**config.mk**
```make
export PLATFORM = sky130hd
export DESIGN_NAME = board_cell_painter
export DESIGN_NICKNAME = d
export VERILOG_FILES = /design/src/rtl/gobang_pkg.sv /design/src/rtl/rr_arb2.sv /design/src/rtl/board_cell_painter.sv
export SDC_FILE = /design/constraint.sdc
export NUM_CORES = 1
export LEC_CHECK = 0
export CORE_AREA = 4 4 84 86
export CTS_BUF_LIST = sky130_fd_sc_hd__clkbuf_2 sky130_fd_sc_hd__clkbuf_4 sky130_fd_sc_hd__clkbuf_8
export CTS_CLUSTER_SIZE = 16
export DETAILED_ROUTE_END_ITERATION = 10
export DIE_AREA = 0 0 88 90
export HOLD_SLACK_MARGIN = 0.08
export PLACE_DENSITY = 0.95
export SYNTH_ARGS = -nofsm -noshare
export SYNTH_HDL_FRONTEND = slang
export SYNTH_HIERARCHICAL = 1
export SYNTH_SLANG_ARGS = --single-unit
```
**constraint.sdc**
```tcl
create_clock -name pclk -period 12.35 [get_ports pclk]
set_clock_uncertainty 0.1 [all_clocks]
set_input_delay 2.47 -clock pclk [delete_from_list [all_inputs] [get_ports pclk]]
set_output_delay 2.47 -clock pclk [all_outputs]
set_load 0.1 [all_outputs]
```
**src/rtl/gobang_pkg.sv**
```systemverilog
// Shared constants and FSM state type for the gobang board painter.
package gobang_pkg;

  localparam int H_RES = 200;
  localparam int CELL  = 10;
  localparam int GRID  = 15;
  localparam int ORG_X = 25;
  localparam int ORG_Y = 0;

  localparam logic [11:0] BLACK  = 12'h000;
  localparam logic [11:0] WHITE  = 12'hFFF;
  localparam logic [11:0] BOARD  = 12'hC84;
  localparam logic [11:0] CURSOR = 12'hF00;

  typedef enum logic [1:0] {
    IDLE = 2'd0,
    FILL = 2'd1,
    DONE = 2'd2
  } state_t;

endpackage

```
**src/rtl/rr_arb2.sv**
```systemverilog
// Two-way round-robin arbiter; last pointer starts at 1 so requester 0 wins the first tie.
module rr_arb2 (
  input  logic       clk,
  input  logic       rst,
  input  logic       en,
  input  logic [1:0] req,
  output logic [1:0] grant
);

  logic last;

  always_comb begin
    grant = 2'b00;
    if (en) begin
      if (req[0] && (!req[1] || last)) grant = 2'b01;
      else if (req[1])                 grant = 2'b10;
    end
  end

  always_ff @(posedge clk or posedge rst) begin
    if (rst)         last <= 1'b1;
    else if (|grant) last <= grant[1];
  end

endmodule

```
**src/rtl/board_cell_painter.sv**
```systemverilog
// Frame-buffer write scheduler: arbitrates two paint-cell requesters and expands each
// accepted command into CELL*CELL pixel writes in raster order.
module board_cell_painter #(
  parameter int DW    = 15,
  parameter int H_RES = gobang_pkg::H_RES,
  parameter int CELL  = gobang_pkg::CELL,
  parameter int GRID  = gobang_pkg::GRID,
  parameter int ORG_X = gobang_pkg::ORG_X,
  parameter int ORG_Y = gobang_pkg::ORG_Y,
  parameter bit VSYNC = 1'b1
) (
  input  logic                pclk,
  input  logic                rst,
  input  logic                req0_valid,
  output logic                req0_ready,
  input  logic [3:0]          req0_x,
  input  logic [3:0]          req0_y,
  input  logic [11:0]         req0_rgb,
  input  logic                req1_valid,
  output logic                req1_ready,
  input  logic [3:0]          req1_x,
  input  logic [3:0]          req1_y,
  input  logic [11:0]         req1_rgb,
  input  logic                vblank,
  output logic                we,
  output logic [DW-1:0]       waddr,
  output logic [11:0]         wdata,
  output logic                busy,
  output logic                done,
  output logic                err,
  output gobang_pkg::state_t  dbg_state
);
  import gobang_pkg::*;

  // Handshake: reqN_ready is the combinational grant, only ever high in IDLE; a command
  // transfers on a clock edge where reqN_valid && reqN_ready, and the requester holds its
  // fields stable until that edge.

  localparam int CW = (CELL > 1) ? $clog2(CELL) : 1;
  localparam int MAX_ADDR = (ORG_Y + GRID*CELL - 1)*H_RES + ORG_X + GRID*CELL - 1;
  localparam longint ADDR_SPAN = longint'(1) << DW;
  localparam logic [DW-1:0] ROW_STEP = DW'(H_RES - CELL + 1);

  if (longint'(MAX_ADDR) >= ADDR_SPAN) begin : g_addr_check
    $error("board_cell_painter: DW too small for the board footprint");
  end

  state_t          state, state_nx;
  logic [1:0]      grant;
  logic            eligible, accept, bad, last_px, err_q;
  logic [3:0]      sel_x, sel_y;
  logic [11:0]     sel_rgb;
  logic [DW-1:0]   base;
  logic [CW-1:0]   dx, dy;

  assign eligible = (req0_valid | req1_valid) & (!VSYNC | vblank);

  rr_arb2 u_arb (
    .clk   (pclk),
    .rst   (rst),
    .en    ((state == IDLE) & eligible & ~rst),
    .req   ({req1_valid, req0_valid}),
    .grant (grant)
  );

  assign req0_ready = grant[0];
  assign req1_ready = grant[1];
  assign accept     = |grant;

  always_comb begin
    sel_x   = grant[1] ? req1_x   : req0_x;
    sel_y   = grant[1] ? req1_y   : req0_y;
    sel_rgb = grant[1] ? req1_rgb : req0_rgb;
    bad     = (int'(sel_x) >= GRID) || (int'(sel_y) >= GRID);
    // Only place a multiply appears; the fill loop walks the address incrementally.
    base    = DW'((ORG_Y + int'(sel_y)*CELL)*H_RES + ORG_X + int'(sel_x)*CELL);
  end

  assign last_px = (dx == CW'(CELL-1)) && (dy == CW'(CELL-1));

  always_comb begin
    state_nx = state;
    case (state)
      IDLE:    if (accept) state_nx = bad ? DONE : FILL;
      FILL:    if (last_px) state_nx = DONE;
      DONE:    state_nx = IDLE;
      default: state_nx = IDLE;
    endcase
  end

  always_ff @(posedge pclk or posedge rst) begin
    if (rst) state <= IDLE;
    else     state <= state_nx;
  end

  always_ff @(posedge pclk or posedge rst) begin
    if (rst) begin
      we    <= 1'b0;
      waddr <= '0;
      wdata <= '0;
      dx    <= '0;
      dy    <= '0;
      err_q <= 1'b0;
    end else begin
      case (state)
        IDLE: begin
          if (accept) begin
            err_q <= bad;
            wdata <= sel_rgb;
            dx    <= '0;
            dy    <= '0;
            if (!bad) begin
              we    <= 1'b1;
              waddr <= base;
            end
          end
        end
        FILL: begin
          if (last_px) begin
            we <= 1'b0;
          end else if (dx == CW'(CELL-1)) begin
            dx    <= '0;
            dy    <= dy + 1'b1;
            waddr <= waddr + ROW_STEP;
          end else begin
            dx    <= dx + 1'b1;
            waddr <= waddr + 1'b1;
          end
        end
        default: ;
      endcase
    end
  end

  assign busy      = (state != IDLE);
  assign done      = (state == DONE);
  assign err       = done & err_q;
  assign dbg_state = state;

endmodule
```
==> results.sh <==
export IMPL_outcome="finished clean"
export IMPL_cts_buffers_inserted=5
export IMPL_ios=80
export IMPL_syn_inst=397
export IMPL_layout_common_cells="79 x clkdlybuf4s50_1, 50 x ha_1, 39 x dfrtp_1"
export IMPL_die_h_microns=90
export IMPL_grt_max_degree=41
export IMPL_fp_dieW_microns=88
export IMPL_crit_start="rst"
export IMPL_row_count=29
export IMPL_grt_pass1_vias=3391
export IMPL_finalHoldViolCount=0
export IMPL_rrSetupSlack_ns=5.83
export IMPL_grt_pass1_wl_mm=15.6
export IMPL_clock_path_buffers=2
export IMPL_reg2reg_depth=23
export IMPL_gp_congestion=0.902
export IMPL_drive_gt1_frac=0.0567
export IMPL_async_flop_share=1.00
export IMPL_synth_seq_cells=40
export IMPL_cts_resized=0
export IMPL_numClockSinks=40
export IMPL_drc=0
export IMPL_worstHoldPathType="flop to flop"
export IMPL_final_antenna_net_count=0
export IMPL_ys_warn_count=6
export IMPL_synth_distinct_cells=60
export IMPL_hpwlAfterDp_mm=7.30
export IMPL_insertion_delay_ns=0.30
export IMPL_clk_pin_slew_ns=0.08
export IMPL_drt_total_wl_mm=9.36
export IMPL_syn_nets=498
export IMPL_setup_violations=0
export IMPL_cts_root_buffer="clkbuf_8"
export IMPL_n_antenna_cell=0
export IMPL_period_share=0.720
export IMPL_post_cts_setup_buffers=0
export IMPL_routed_via_density=5.93
export IMPL_via_count=3277
export IMPL_ys_seq_area_frac=0.282
export IMPL_fin_nets=576
export IMPL_synth_area_sq_um=3560
export IMPL_place_ws_ns=3.13
export IMPL_antenna_found_initial=0
export IMPL_n_fill_cell=496
export IMPL_cts_hold_buf=0
export IMPL_cts_tree="built"
export IMPL_h_tree_depth=2
export IMPL_dr_pass1_iters=4
export IMPL_dieArea_sq_um=7920
export IMPL_rsz0062_at_grt="no"
export IMPL_reg2reg_to="waddr[14]$_DFFE_PP0P_"
export IMPL_fmax_ghz=0.112
export IMPL_r2r_start="dbg_state[0]$_DFFE_PP0P_"
export IMPL_syn2layout_area_growth_pct=26.4
export IMPL_setup_ws_ns=3.46
export IMPL_worstSetupPathType="primary input to flop"
export IMPL_port_buffers=79
export IMPL_synth_main_ff_cell="dfrtp_1"
export IMPL_drtIter0Drc=130
export IMPL_grt_use_total=0.243
export IMPL_slew_headroom=0.306
export IMPL_drv_cap=0
export IMPL_layout_commonest_cell="clkdlybuf4s50_1"
export IMPL_crit_required_ns=12.44
export IMPL_overflow=0
export IMPL_holdPathStages=2
export IMPL_wire_per_inst_microns=16.9
export IMPL_min_period_ns=8.89
export IMPL_end_kind="flop"
export IMPL_drv_slew=0
export IMPL_worst_slew_pin_slew_ns=1.04
export IMPL_setup_tns_ns=0
export IMPL_worstPathArrival_ns=8.98
export IMPL_critPathMaxFanout=40
export IMPL_start_util=0.566
export IMPL_startpoint_type="primary input"
export IMPL_fp_coreArea_sq_um=6280
export IMPL_syn_avg_cell_area_sq_um=8.96
export IMPL_synth_edf_count=0
export IMPL_endpoint="waddr[14]$_DFFE_PP0P_"
## cells by family (layout without fill, tap and decap cells)
group / Yosys count / count (layout) / share of synthesized area
xor+xnor: 18 / 18 / 0.0443
buf+inv: 45 / 124 / 0.0552
compound gates: 114 / 114 / 0.204
simple gates: 103 / 103 / 0.142
fa+ha+maj: 56 / 56 / 0.210
mux: 21 / 21 / 0.0633
flops: 40 / 40 / 0.282
## metal layers
metal / wire length [microns] / part of all wire / GRT usage / vias to the layer above
met4: 219 / 0.023 / 0.0806 / 0
met5: 0 / 0 / 0 / -
li1: - / - / - / 1567
met1: 3970 / 0.42 / 0.307 / 1567
met3: 595 / 0.064 / 0.0548 / 26
met2: 4580 / 0.49 / 0.405 / 117
## layout make-up
cell class | instances | area, sq um | share of cell area
well taps | 77 | 96.3 | 0.0214
repair buffers | 83 | 821 | 0.183
flip-flops and latches | 40 | 1000 | 0.223
multi-input cells | 312 | 2360 | 0.525
clock inverters | 3 | 18.8 | 0.00418
clock buffers | 5 | 68.8 | 0.0153
inverters | 33 | 126 | 0.0281
## how the worst min path moves through the flow
stage / slack [ns] / start / to
after global routing: 0.42 / wdata[2]$_DFFE_PP0P_ / wdata[2]$_DFFE_PP0P_
after detailed placement: 0.38 / wdata[6]$_DFFE_PP0P_ / wdata[6]$_DFFE_PP0P_
after floorplan: 0.36 / err_q$_DFFE_PP0P_ / err_q$_DFFE_PP0P_
after CTS: 0.40 / wdata[6]$_DFFE_PP0P_ / wdata[6]$_DFFE_PP0P_
after global placement: 0.36 / wdata[1]$_DFFE_PP0P_ / wdata[1]$_DFFE_PP0P_
final: 0.39 / wdata[11]$_DFFE_PP0P_ / wdata[11]$_DFFE_PP0P_
## registers in the layout, indices dropped and copies added, names as in the netlist
register and count:
dbg_state 2, dx 4, dy 4, err_q 1
u_arb/last 1, waddr 15, wdata 12, we 1
## stage by stage
stage           util  instance area (sq um)  instances  hold WS (ns)
2_1_floorplan      -                   3560        397         0.358
6_report       0.716                   4490        553         0.388
3_3_place_gp   0.702                   4410        545         0.364
4_1_cts        0.716                   4490        553         0.395
3_5_place_dp   0.702                   4410        545         0.376
5_1_grt        0.716                   4490        553         0.423
## synth_stat cells (4+ instances only)
cell type	count	share of area
a211oi_1	7	0.015
a21o_1	4	0.0084
a21oi_1	29	0.041
clkbuf_1	7	0.0074
dfrtp_1	39	0.27
fa_1	6	0.034
ha_1	50	0.18
inv_1	32	0.034
mux2i_1	16	0.045
nand2_1	35	0.037
nand2b_1	9	0.016
nor2_1	31	0.033
nor2b_1	4	0.0070
nor3_1	4	0.0056
o21ai_0	37	0.052
o21bai_1	4	0.0084
xnor2_1	11	0.027
xor2_1	7	0.017
## worst max-delay path, stage by stage
cell	delay (ns)
clkdlybuf4s50_1	0.43
inv_1	0.07
buf_4	0.43
o2111a_1	0.32
nand2_1	0.11
a21oi_2	0.49
buf_4	0.40
mux2i_1	0.36
inv_1	0.13
ha_1	0.20
ha_1	0.20
fa_1	0.38
xnor2_1	0.30
inv_1	0.08
ha_1	0.28
inv_1	0.04
ha_1	0.28
ha_1	0.30
ha_1	0.37
or3b_2	0.45
o211ai_1	0.10
a311o_1	0.18
nand4_1	0.10
xnor2_1	0.16
a221o_1	0.32
Power is not shown: default switching activity piles up to over one toggle a cycle in this logic, so the estimate is an artifact.
